--- config.mk ---
export PLATFORM = sky130hd
export DESIGN_NAME = state_ntt_polyvec_reduce
export DESIGN_NICKNAME = d
export VERILOG_FILES = /design/src/rtl/state_ntt_polyvec_reduce.sv
export SDC_FILE = /design/constraint.sdc
export NUM_CORES = 1
export LEC_CHECK = 0
export BUFFER_PORTS_ARGS = -buffer_cell sky130_fd_sc_hd__buf_4
export CORE_UTILIZATION = 65
export CTS_BUF_LIST = sky130_fd_sc_hd__clkbuf_8 sky130_fd_sc_hd__clkbuf_16
export DETAILED_ROUTE_END_ITERATION = 12
export GPL_TIMING_DRIVEN = 1
export PLACE_DENSITY = 0.84
export SLEW_MARGIN = 20
export SYNTH_ARGS = -nofsm -noshare
export SYNTH_HDL_FRONTEND = slang
export SYNTH_SLANG_ARGS = --single-unit
--- constraint.sdc ---
create_clock -name clk -period 10.5 [get_ports clk]
set_input_delay 1.575 -clock clk [delete_from_list [all_inputs] [get_ports clk]]
set_output_delay 1.575 -clock clk [all_outputs]
set_load 0.05 [all_outputs]
--- src/rtl/state_ntt_polyvec_reduce.sv ---
// In-place coefficient reduction over up to KYBER_K contiguous polynomials.
// Streams one coefficient per cycle: read -> RD_LAT -> 2 compute stages -> write-back.
module state_ntt_polyvec_reduce #(
  parameter int KYBER_K = 2,
  parameter int KYBER_N = 256,
  parameter int KYBER_Q = 3329,
  parameter int DATA_W  = 16,
  parameter int RD_LAT  = 1
) (
  input  logic                                 clk,
  input  logic                                 reset_n,
  input  logic                                 start,
  input  logic [1:0]                           mode,
  input  logic [$clog2(KYBER_K+1)-1:0]         num_polys,
  output logic                                 Coef_REN,
  output logic [$clog2(KYBER_K*KYBER_N)-1:0]   Coef_RAd,
  input  logic [DATA_W-1:0]                    Coef_RData,
  output logic                                 Coef_WEN,
  output logic [$clog2(KYBER_K*KYBER_N)-1:0]   Coef_WAd,
  output logic [DATA_W-1:0]                    Coef_WData,
  output logic                                 busy,
  output logic                                 done
);

  localparam int AW  = $clog2(KYBER_K*KYBER_N);
  localparam int NPW = $clog2(KYBER_K+1);
  localparam int CW  = AW + 1;

  localparam logic signed [31:0] BAR_V   = 32'sd20159;
  localparam logic signed [31:0] BAR_RND = 32'sd33554432;
  localparam logic signed [31:0] QS      = KYBER_Q;

  typedef enum logic [1:0] {S_IDLE, S_RUN, S_DRAIN, S_DONE} state_t;
  typedef enum logic [1:0] {MODE_BARRETT, MODE_CSUBQ, MODE_CADDQ, MODE_COPY} mode_t;

  state_t         state;
  mode_t          mode_q;
  logic [AW-1:0]  last_q;

  logic [NPW-1:0] np_clamped;
  logic [CW-1:0]  len_next;

  logic [RD_LAT-1:0] rv_pipe;
  logic [AW-1:0]     ra_pipe [RD_LAT];

  logic               s1_valid;
  logic [AW-1:0]      s1_addr;
  logic signed [31:0] s1_x;
  logic signed [31:0] s1_t;

  logic signed [31:0] x_in;
  logic signed [31:0] prod;
  logic signed [31:0] t_in;
  logic signed [31:0] r_bar;
  logic signed [31:0] res;

  // Requests beyond the RAM capacity are clamped to KYBER_K polynomials.
  always_comb begin
    np_clamped = num_polys;
    if (num_polys > NPW'(KYBER_K))
      np_clamped = NPW'(KYBER_K);
    len_next = CW'(np_clamped) * CW'(KYBER_N);
  end

  always_ff @(posedge clk or negedge reset_n) begin
    if (!reset_n) begin
      state    <= S_IDLE;
      mode_q   <= MODE_BARRETT;
      last_q   <= '0;
      Coef_REN <= 1'b0;
      Coef_RAd <= '0;
      busy     <= 1'b0;
      done     <= 1'b0;
    end else begin
      case (state)
        S_IDLE: begin
          if (start) begin
            mode_q <= mode_t'(mode);
            busy   <= 1'b1;
            if (len_next == '0) begin
              state <= S_DONE;
              done  <= 1'b1;
            end else begin
              state    <= S_RUN;
              last_q   <= AW'(len_next - 1'b1);
              Coef_REN <= 1'b1;
              Coef_RAd <= '0;
            end
          end
        end
        S_RUN: begin
          if (Coef_RAd == last_q) begin
            Coef_REN <= 1'b0;
            Coef_RAd <= '0;
            state    <= S_DRAIN;
          end else begin
            Coef_RAd <= Coef_RAd + 1'b1;
          end
        end
        // Leave DRAIN on the cycle the final address is being written.
        S_DRAIN: begin
          if (Coef_WEN && (Coef_WAd == last_q)) begin
            state <= S_DONE;
            done  <= 1'b1;
          end
        end
        S_DONE: begin
          done  <= 1'b0;
          busy  <= 1'b0;
          state <= S_IDLE;
        end
        default: state <= S_IDLE;
      endcase
    end
  end

  // Tracks which read requests have data arriving from the RAM this cycle.
  always_ff @(posedge clk or negedge reset_n) begin
    if (!reset_n) begin
      rv_pipe <= '0;
      for (int i = 0; i < RD_LAT; i++)
        ra_pipe[i] <= '0;
    end else begin
      rv_pipe[0] <= Coef_REN;
      ra_pipe[0] <= Coef_RAd;
      for (int i = 1; i < RD_LAT; i++) begin
        rv_pipe[i] <= rv_pipe[i-1];
        ra_pipe[i] <= ra_pipe[i-1];
      end
    end
  end

  // Barrett quotient estimate, t = round(x / Q), computed on the raw RAM data.
  always_comb begin
    x_in = {{(32-DATA_W){Coef_RData[DATA_W-1]}}, Coef_RData};
    prod = (x_in * BAR_V) + BAR_RND;
    t_in = prod >>> 26;
  end

  always_ff @(posedge clk or negedge reset_n) begin
    if (!reset_n) begin
      s1_valid <= 1'b0;
      s1_addr  <= '0;
      s1_x     <= '0;
      s1_t     <= '0;
    end else begin
      s1_valid <= rv_pipe[RD_LAT-1];
      s1_addr  <= ra_pipe[RD_LAT-1];
      s1_x     <= x_in;
      s1_t     <= t_in;
    end
  end

  always_comb begin
    r_bar = s1_x - (s1_t * QS);
    res   = s1_x;
    case (mode_q)
      MODE_BARRETT: res = (r_bar < 0) ? (r_bar + QS) : r_bar;
      MODE_CSUBQ:   res = (s1_x >= QS) ? (s1_x - QS) : s1_x;
      MODE_CADDQ:   res = (s1_x < 0) ? (s1_x + QS) : s1_x;
      default:      res = s1_x;
    endcase
  end

  // Write port is forced to zero between valid results so idle outputs stay defined.
  always_ff @(posedge clk or negedge reset_n) begin
    if (!reset_n) begin
      Coef_WEN   <= 1'b0;
      Coef_WAd   <= '0;
      Coef_WData <= '0;
    end else begin
      Coef_WEN   <= s1_valid;
      Coef_WAd   <= s1_valid ? s1_addr : '0;
      Coef_WData <= s1_valid ? DATA_W'(res) : '0;
    end
  end

endmodule

==> results of run 1 <==
-- flip-flops by register name, summed over array words and instances, names as in the netlist --
signal	count
s1_t	6
rv_pipe	1
Coef_RAd	9
Coef_WAd	9
mode_q	2
s1_addr	9
last_q	2
Coef_WData	16
ra_pipe	9
s1_x	16
state	2
busy	1
done	1
Coef_WEN	1
s1_valid	1
Coef_REN	1
-- final cells by class --
type	count	area, µm²
Clock buffer	9	225
Clock inverter	7	90.1
Fill cell	1189	4800
Inverter	353	1330
Multi-Input combinational cell	768	8140
Sequential cell	86	2150
Tap cell	225	282
Timing Repair Buffer	61	462
-- worst reg2reg max path: stages, from the launching register on --
cell and delay, ns:
dfrtp_1 0.59, inv_1 0.17, ha_1 0.30, inv_1 0.06, ha_1 0.27, inv_1 0.06
fa_1 0.52, inv_1 0.05, fa_1 0.53, inv_1 0.05, ha_1 0.36, a21o_1 0.21
a21oi_1 0.19, nand2_1 0.08, nor2_1 0.10, a22o_1 0.24, xor2_2 0.47, o31ai_1 0.18
xnor2_1 0.26, a21oi_1 0.13
-- metrics by stage --
stage / cells / setup WS, ns / hold WS (ns) / utilization / cell area, µm²
floorplan: 1228 / 3.68 / 0.331 / - / 11800
global placement: 1493 / 3.18 / 0.332 / 0.707 / 12400
detailed placement: 1493 / 2.97 / 0.335 / 0.707 / 12400
CTS: 1509 / 3.36 / 0.341 / 0.725 / 12700
global route: 1509 / 3.04 / 0.340 / 0.725 / 12700
finish: 1509 / 3.30 / 0.342 / 0.725 / 12700
-- cells in the mapped netlist (all sizes together) (5+ instances only) --
master and number:
o211ai 13, clkbuf 7, nand2 56, nor3 14, buf 13, nor2 34
o2111ai 5, dfrtp 86, nand3 22, a21o 7, a31oi 6, o22ai 8
xor2 18, ha 195, xnor2 28, nor2b 6, nand4 10, inv 352
nand2b 9, a21oi 28, a211oi 7, fa 152, o21ai 52, nor4 7
and3 13, o31ai 9, and2 12
-- worst max-delay path by stage --
stage / to / depth (start not counted)
final: s1_t[5] / 23
after global routing: s1_t[5] / 23
after CTS: s1_t[5] / 23
after detailed placement: s1_t[5] / 23
after global placement: s1_t[5] / 23
after floorplan: s1_t[5] / 22
-- routing by layer --
layer  routed length (µm)  track usage  part of all wire  vias up
li1                     -            -                 -     4007
met1                10700        0.380              0.41     4205
met2                13000        0.525              0.50      294
met3                 1390       0.0415             0.054       82
met4                  854        0.107             0.033        0
met5                    0            0                 0        -
-- kinds of logic (layout without fill, tap and decap cells) --
| kind of cell | Yosys count | count (layout) | share of synthesized area |
|---|---|---|---|
| XOR/XNOR | 46 | 46 | 0.0355 |
| AND/OR/NAND/NOR | 196 | 196 | 0.0835 |
| buffers and inverters | 374 | 430 | 0.125 |
| AO/OA/AOI/OAI | 175 | 175 | 0.103 |
| adder cells (fa/ha/maj) | 347 | 347 | 0.466 |
| flip-flops | 86 | 86 | 0.183 |
| multiplexers | 4 | 4 | 0.00362 |
==> flow_metrics.py, run 1 <==
metrics = {
    "status": {
        "status": "finished clean",
    },
    "logic_synthesis": {
        "yosysWarnings": 0,
        "synth_flop_cell": "dfrtp_1",
        "netlist_instances": 1228,
        "synth-seq-area-share": 0.183,
        "synthArstFlopShare": 1.00,
        "syn_area_um2": 11800,
        "post-synth-top-area-fraction": 0.259,
        "synthDistinctLibCells": 73,
        "yosys-top-cells-area": "fa_1, ha_1, dfrtp_1",
        "synth_top_area_cell": "fa_1",
        "syn_nets": 1598,
        "synth_edf_count": 0,
        "syn_avg_cell_area_um2": 9.58,
        "ys_ff_latch": 86,
    },
    "setup_path": {
        "critPathKind": "input port to register",
        "rr_endpoint": "Coef_WData[8]",
        "critical_path_buf_inv_count": 7,
        "startpoint": "Coef_RData[10]",
        "cp-start-kind": "input port",
        "crit_family": "adder cells",
        "critical_path_arrival_ns": 7.47,
        "max_stage_delay_ns": 0.55,
        "worstPathRequired_ns": 10.77,
        "r2r_cells": 19,
        "path_cells": "buf_4 > inv_1 > fa_1 > inv_1 > fa_1 > inv_1 > fa_1 > inv_1 > fa_1 > fa_1 > inv_1 > fa_1 > inv_1 > ha_1 > a211oi_1 > o211ai_1 > a41oi_1 > o2111ai_1 > and3_1 > o31ai_1 > nand2b_1 > a21oi_1 > xor2_1",
        "cpMaxStageDelayCell": "fa_1",
        "worstSetupEndpointType": "register",
        "r2r_setup_slack_ns": 5.54,
        "worstReg2RegStart": "s1_t[5]",
        "cp_max_fo": 8,
    },
    "floorplanning": {
        "io-pin-count": 61,
        "die_h_um": 137,
        "core-area_um2": 17500,
        "die_w_um": 137,
        "start_util": 0.673,
        "die_area_um2": 18600,
        "rows": 48,
    },
    "worst_hold_path": {
        "holdCritStartpoint": "ra_pipe[6]",
        "min_to": "s1_addr[6]",
        "hp-class": "register to register",
        "hold_depth": 0,
    },
    "clock_tree": {
        "clock-root-buffer": "clkbuf_16",
        "cts.path.max_buffers": 2,
        "cts.repair.resized": 0,
        "clk_latency_ns": 0.34,
        "clk_pin_slew_worst_paths_ns": 0.07,
        "cts_buffers": 9,
        "tritoncts": "done",
        "cts_max_level": 3,
        "holdBufCountCts": 0,
        "postCtsSetupRepairBufs": 0,
        "cts.sinks": 86,
    },
    "final_layout": {
        "diodes": 0,
        "layout_commonest_cell": "inv_1",
        "finalNetCount": 1649,
        "final_cell_mix": "inv_1, ha_1, fa_1",
        "drive_above_1_share": 0.0763,
        "syn_to_final_growth_pct": 7.72,
    },
    "placement": {
        "io_buffers": 60,
        "place_congestion": 0.947,
        "dp_hpwl_um": 20900,
    },
    "run": {
        "cap_violations": 0,
    },
    "detailed_routing": {
        "num_vias": 8588,
        "remaining_drc_errors": 0,
        "drt-wirelength-per-cell_um": 17.1,
        "drt-vias-per-instance": 5.69,
        "ant_nets": 0,
        "first_iter_violations": 619,
        "routed_wl_um": 25900,
        "firstDrtPassIters": 5,
    },
    "sta": {
        "post-route-period-util": 0.686,
        "fin_crit_ns": 7.20,
        "setup_viol": 0,
        "slew_headroom": 0.468,
        "fmax_ghz": 0.139,
        "rsz0062_at_grt": "false",
        "maxSlewViolCount": 0,
        "tightest_slew_ns": 0.799,
        "finalHoldViolations": 0,
        "fin_skew_ns": 0.0102,
        "setup-tns-final_ns": 0,
    },
    "grt": {
        "grt_usage": 0.300,
        "grt_pass1_vias": 9021,
        "grt_pass1_wl_um": 43000,
        "antenna_found_initial": 0,
        "grt_max_degree": 87,
        "gr-total-overflow": 0,
    },
}
Power of run 1 is not shown: default switching activity piles up to over one toggle a cycle in this logic, so the estimate is an artifact.
==> inputs of run 2 (changes only) <==
Settings changed: CORE_UTILIZATION 65 to 64, PLACE_DENSITY 0.84 to 0.83.
Clock period 10.5 ns to 6.7 ns, I/O delays scaled along.
==> flow_metrics.py, run 2 (same netlist as run 1, synthesis figures left out) <==
metrics = {
    "status": {
        "status": "finished clean",
    },
    "sta": {
        "slew_headroom": 0.375,
        "post-route-period-util": 0.973,
        "fin_skew_ns": 0.00874,
        "maxSlewViolCount": 0,
        "fmax_ghz": 0.153,
        "rsz0062_at_grt": "false",
        "fin_crit_ns": 6.52,
        "finalHoldViolations": 0,
        "hold_slack_ns": 0.346,
        "tightest_slew_ns": 0.938,
        "setup_viol": 0,
        "worst_slack_ns": 0.180,
    },
    "final_layout": {
        "utilization": 0.713,
        "diodes": 0,
        "n_fill_cell": 1264,
        "layout_commonest_cell": "inv_1",
        "top_regs": "Coef_WData (16), s1_x (16)",
        "finalNetCount": 1663,
        "syn_to_final_growth_pct": 8.78,
        "final_cell_mix": "inv_1, ha_1, fa_1",
        "drive_above_1_share": 0.0871,
    },
    "run": {
        "cap_violations": 0,
    },
    "clock_tree": {
        "cts.sinks": 86,
        "clock-root-buffer": "clkbuf_16",
        "clk_pin_slew_worst_paths_ns": 0.06,
        "tritoncts": "done",
        "holdBufCountCts": 0,
        "cts_max_level": 3,
        "cts_buffers": 9,
        "cts.path.max_buffers": 2,
        "clk_latency_ns": 0.35,
    },
    "floorplanning": {
        "die_w_um": 138,
        "start_util": 0.655,
        "io-pin-count": 61,
        "rows": 49,
        "die_h_um": 138,
        "core-area_um2": 18000,
        "die_area_um2": 18900,
    },
    "grt": {
        "grt_pass1_wl_um": 42400,
        "gr-total-overflow": 0,
        "antenna_found_initial": 0,
        "grt_pass1_vias": 8950,
        "grt_usage": 0.292,
        "grt_max_degree": 79,
    },
    "placement": {
        "place_congestion": 0.936,
        "dp_hpwl_um": 21500,
        "pre_cts_ws_ns": -0.168,
        "io_buffers": 60,
    },
    "detailed_routing": {
        "first_iter_violations": 494,
        "remaining_drc_errors": 0,
        "routed_wl_um": 26000,
        "ant_nets": 0,
        "num_vias": 8662,
        "drt-vias-per-instance": 5.67,
        "firstDrtPassIters": 5,
        "drt-wirelength-per-cell_um": 17.0,
    },
    "setup_path": {
        "cp-start-kind": "input port",
        "worstPathRequired_ns": 6.97,
        "worstSetupEndpointType": "register",
        "critical_path_arrival_ns": 6.79,
        "cp_max_fo": 7,
        "critPathKind": "input port to register",
    },
    "worst_hold_path": {
        "hp-class": "register to register",
    },
}
-- run 2: changes by cell type in the layout (fill, tap and decap cells not counted), sizes merged --
cell	change
buf	+14
bufinv	+1
clkinv	-1
-- run 2: worst paths after layout --
kind,from,to,slack [ns],cells after the start
min reg2reg,ra_pipe[7],s1_addr[7],0.35,0
max in group asynchronous,reset_n,Coef_RAd[4],5.09,2
max reg2reg,s1_t[5],Coef_WData[9],1.71,19
min,ra_pipe[7],s1_addr[7],0.35,0
min in group asynchronous,reset_n,Coef_WData[13],0.46,1
max,Coef_RData[12],s1_t[5],0.18,22
-- run 2: critical path: stages --
cell and delay, ns:
buf_4 0.11, buf_4 0.17, fa_1 0.52, fa_1 0.53, inv_1 0.07, fa_1 0.50, inv_1 0.05, fa_1 0.46
fa_1 0.55, inv_1 0.06, fa_1 0.54, inv_1 0.05, ha_1 0.30, a211oi_1 0.31, o21ai_0 0.16, o211ai_1 0.24
o2111ai_1 0.22, and3_1 0.24, o31ai_1 0.25, nand2b_1 0.14, a21oi_1 0.19, xor2_1 0.15
-- run 2: metal layers --
metal  GRT usage  routed length (µm)  vias up
li1            -                   -     4030
met1       0.363               10600     4274
met2       0.520               13400      284
met3      0.0302                1210       74
met4       0.114                 799        0
met5           0                   0        -
-- run 2: area by class of cell --
cell class / instances / area, µm² / share of cell area
clock inverter: 7 / 104 / 0.00811
tap: 229 / 287 / 0.0224
sequential: 86 / 2150 / 0.168
inverter: 353 / 1330 / 0.104
clock buffer: 9 / 225 / 0.0176
multi-input combinational: 768 / 8140 / 0.636
timing repair buffer: 75 / 563 / 0.0440
-- run 2: through the flow --
stage | setup TNS, ns | instances | instance area, µm²
floorplan | 0 | 1228 | 11800
CTS | 0 | 1527 | 12800
global route | 0 | 1527 | 12800
detailed placement | -0.186 | 1511 | 12500
finish | 0 | 1527 | 12800
global placement | 0 | 1511 | 12500
-- run 2: timing repair --
item                       4_1_cts  5_1_grt
setup endpoints to repair        0        1
setup buffers                    0        0
gates resized for setup          0        1
Power of run 2 is left out for the same reason.
==> inputs of run 3 (changes only) <==
==> constraint.sdc (replaced) <==
create_clock -name clk -period 6.7 [get_ports clk]
set_input_delay 1.34 -clock clk [delete_from_list [all_inputs] [get_ports clk]]
set_output_delay 1.34 -clock clk [all_outputs]
set_load 0.05 [all_outputs]
==> flow_metrics.py, run 3 (same netlist as run 1, synthesis figures left out) <==
metrics = {
    "status": {
        "status": "finished clean",
    },
    "setup_path": {
        "r2r_cells": 19,
        "critical_path_arrival_ns": 6.76,
        "max_stage_delay_ns": 0.54,
        "critical_path_buf_inv_count": 9,
        "path_cells": "buf_4 > clkinvlp_4 > buf_4 > fa_1 > inv_1 > fa_1 > inv_1 > fa_1 > fa_1 > inv_1 > fa_1 > inv_1 > fa_1 > inv_1 > ha_4 > a211oi_4 > o211ai_1 > a41oi_2 > o2111ai_2 > and3_4 > o31ai_2 > nand2b_1 > buf_4 > xnor2_1",
        "cpMostUsedCell": "fa_1",
        "worstSetupEndpointType": "register",
        "crit_family": "adder cells",
        "critical_path_depth": 24,
        "worstPathRequired_ns": 6.93,
        "cp_max_fo": 3,
        "cp-start-kind": "input port",
        "worstReg2RegStart": "s1_t[5]",
        "critPathKind": "input port to register",
        "cpMaxStageDelayCell": "fa_1",
        "startpoint": "Coef_RData[10]",
    },
    "final_layout": {
        "finalNetCount": 1689,
        "syn_to_final_growth_pct": 10.6,
        "fin_area_um2": 13000,
        "final_cell_mix": "inv_1, ha_1, fa_1",
        "layout_commonest_cell": "inv_1",
        "drive_above_1_share": 0.110,
        "top_regs": "Coef_WData (16), s1_x (16)",
        "diodes": 0,
    },
    "floorplanning": {
        "core-area_um2": 18000,
        "die_w_um": 138,
        "die_h_um": 138,
        "start_util": 0.655,
        "rows": 49,
        "io-pin-count": 61,
        "die_area_um2": 18900,
    },
    "placement": {
        "place_congestion": 0.920,
        "dp_hpwl_um": 21000,
        "post_dp_cell_area_um2": 12700,
        "pre_cts_ws_ns": -0.269,
        "io_buffers": 60,
    },
    "sta": {
        "fin_skew_ns": 0.00733,
        "maxSlewViolCount": 0,
        "slew_headroom": 0.419,
        "setup_viol": 0,
        "hold_slack_ns": 0.346,
        "fin_crit_ns": 6.53,
        "post-route-period-util": 0.974,
        "tightest_slew_ns": 0.863,
        "worst_slack_ns": 0.172,
        "finalHoldViolations": 0,
        "fmax_ghz": 0.153,
    },
    "grt": {
        "grt_pass1_wl_um": 41900,
        "antenna_found_initial": 0,
        "gr-total-overflow": 0,
        "grt_usage": 0.288,
        "grt_max_degree": 87,
        "grt_pass1_vias": 8907,
    },
    "detailed_routing": {
        "routed_wl_um": 25500,
        "remaining_drc_errors": 0,
        "first_iter_violations": 537,
        "drt-wirelength-per-cell_um": 16.4,
        "drt-vias-per-instance": 5.60,
        "num_vias": 8704,
        "ant_nets": 0,
        "firstDrtPassIters": 5,
    },
    "clock_tree": {
        "cts_max_level": 3,
        "clk_latency_ns": 0.34,
        "clk_pin_slew_worst_paths_ns": 0.06,
        "cts_buffers": 9,
        "clock-root-buffer": "clkbuf_16",
        "cts.sinks": 86,
        "cts.path.max_buffers": 2,
        "holdBufCountCts": 0,
        "tritoncts": "done",
    },
    "worst_hold_path": {
        "holdCritStartpoint": "ra_pipe[8]",
        "hp-class": "register to register",
        "hold_depth": 0,
    },
    "run": {
        "cap_violations": 0,
    },
}
==> run 3: changes by cell type in the layout (fill, tap and decap cells not counted), sizes merged <==
cell | previous run | this run
buf | 75 | 101
clkinvlp | 2 | 3
bufinv | 2 | 0
inv | 355 | 353
clkinv | 1 | 4
==> run 3: area by class of cell <==
class	count	area (µm²)
fill	1234	4950
clock inverter	7	50.0
tap	229	287
timing repair buffer	101	774
inverter	353	1330
clock buffer	9	225
multi-input combinational	768	8190
sequential	86	2150
==> run 3: path summary, 6_finish.rpt <==
kind                                   to  slack, ns
max                               s1_t[4]       0.17
min                            s1_addr[8]       0.35
max reg2reg                Coef_WData[15]       1.79
min reg2reg                    s1_addr[8]       0.35
max in group asynchronous     Coef_WAd[0]       5.15
min in group asynchronous  Coef_WData[10]       1.05
==> run 3: timing repair <==
action | CTS | global route
endpoints found under the setup margin | 0 | 2
resized for setup | 0 | 9
buffers inserted | 0 | 3
==> run 3: worst register-to-register path, stage by stage, from the launching register on <==
cell and delay (ns):
dfrtp_1 0.55, inv_1 0.14, ha_1 0.31, inv_1 0.06, ha_1 0.27, inv_1 0.05
fa_1 0.53, inv_1 0.05, fa_1 0.52, inv_1 0.05, ha_1 0.36, a21o_1 0.22
a21oi_1 0.20, nand2_1 0.08, nor2_1 0.09, a22o_1 0.23, xor2_2 0.48, o2111ai_1 0.23
xnor2_1 0.25, o22ai_1 0.11
==> run 3: per-stage QoR <==
step,cells,util,TNS [ns]
2_1_floorplan,1228,-,0
3_3_place_gp,1534,0.704,-0.382
3_5_place_dp,1534,0.704,-0.541
4_1_cts,1550,0.720,0
5_1_grt,1553,0.724,-0.0613
6_report,1553,0.724,0
==> run 3: layer usage <==
| layer | vias to the layer above | part of all wire | global-route usage |
|---|---|---|---|
| li1 | 4077 | - | - |
| met1 | 4297 | 0.42 | 0.375 |
| met2 | 267 | 0.50 | 0.502 |
| met3 | 63 | 0.052 | 0.0342 |
| met4 | 0 | 0.027 | 0.0897 |
| met5 | - | 0 | 0 |
Power of run 3 is left out for the same reason.
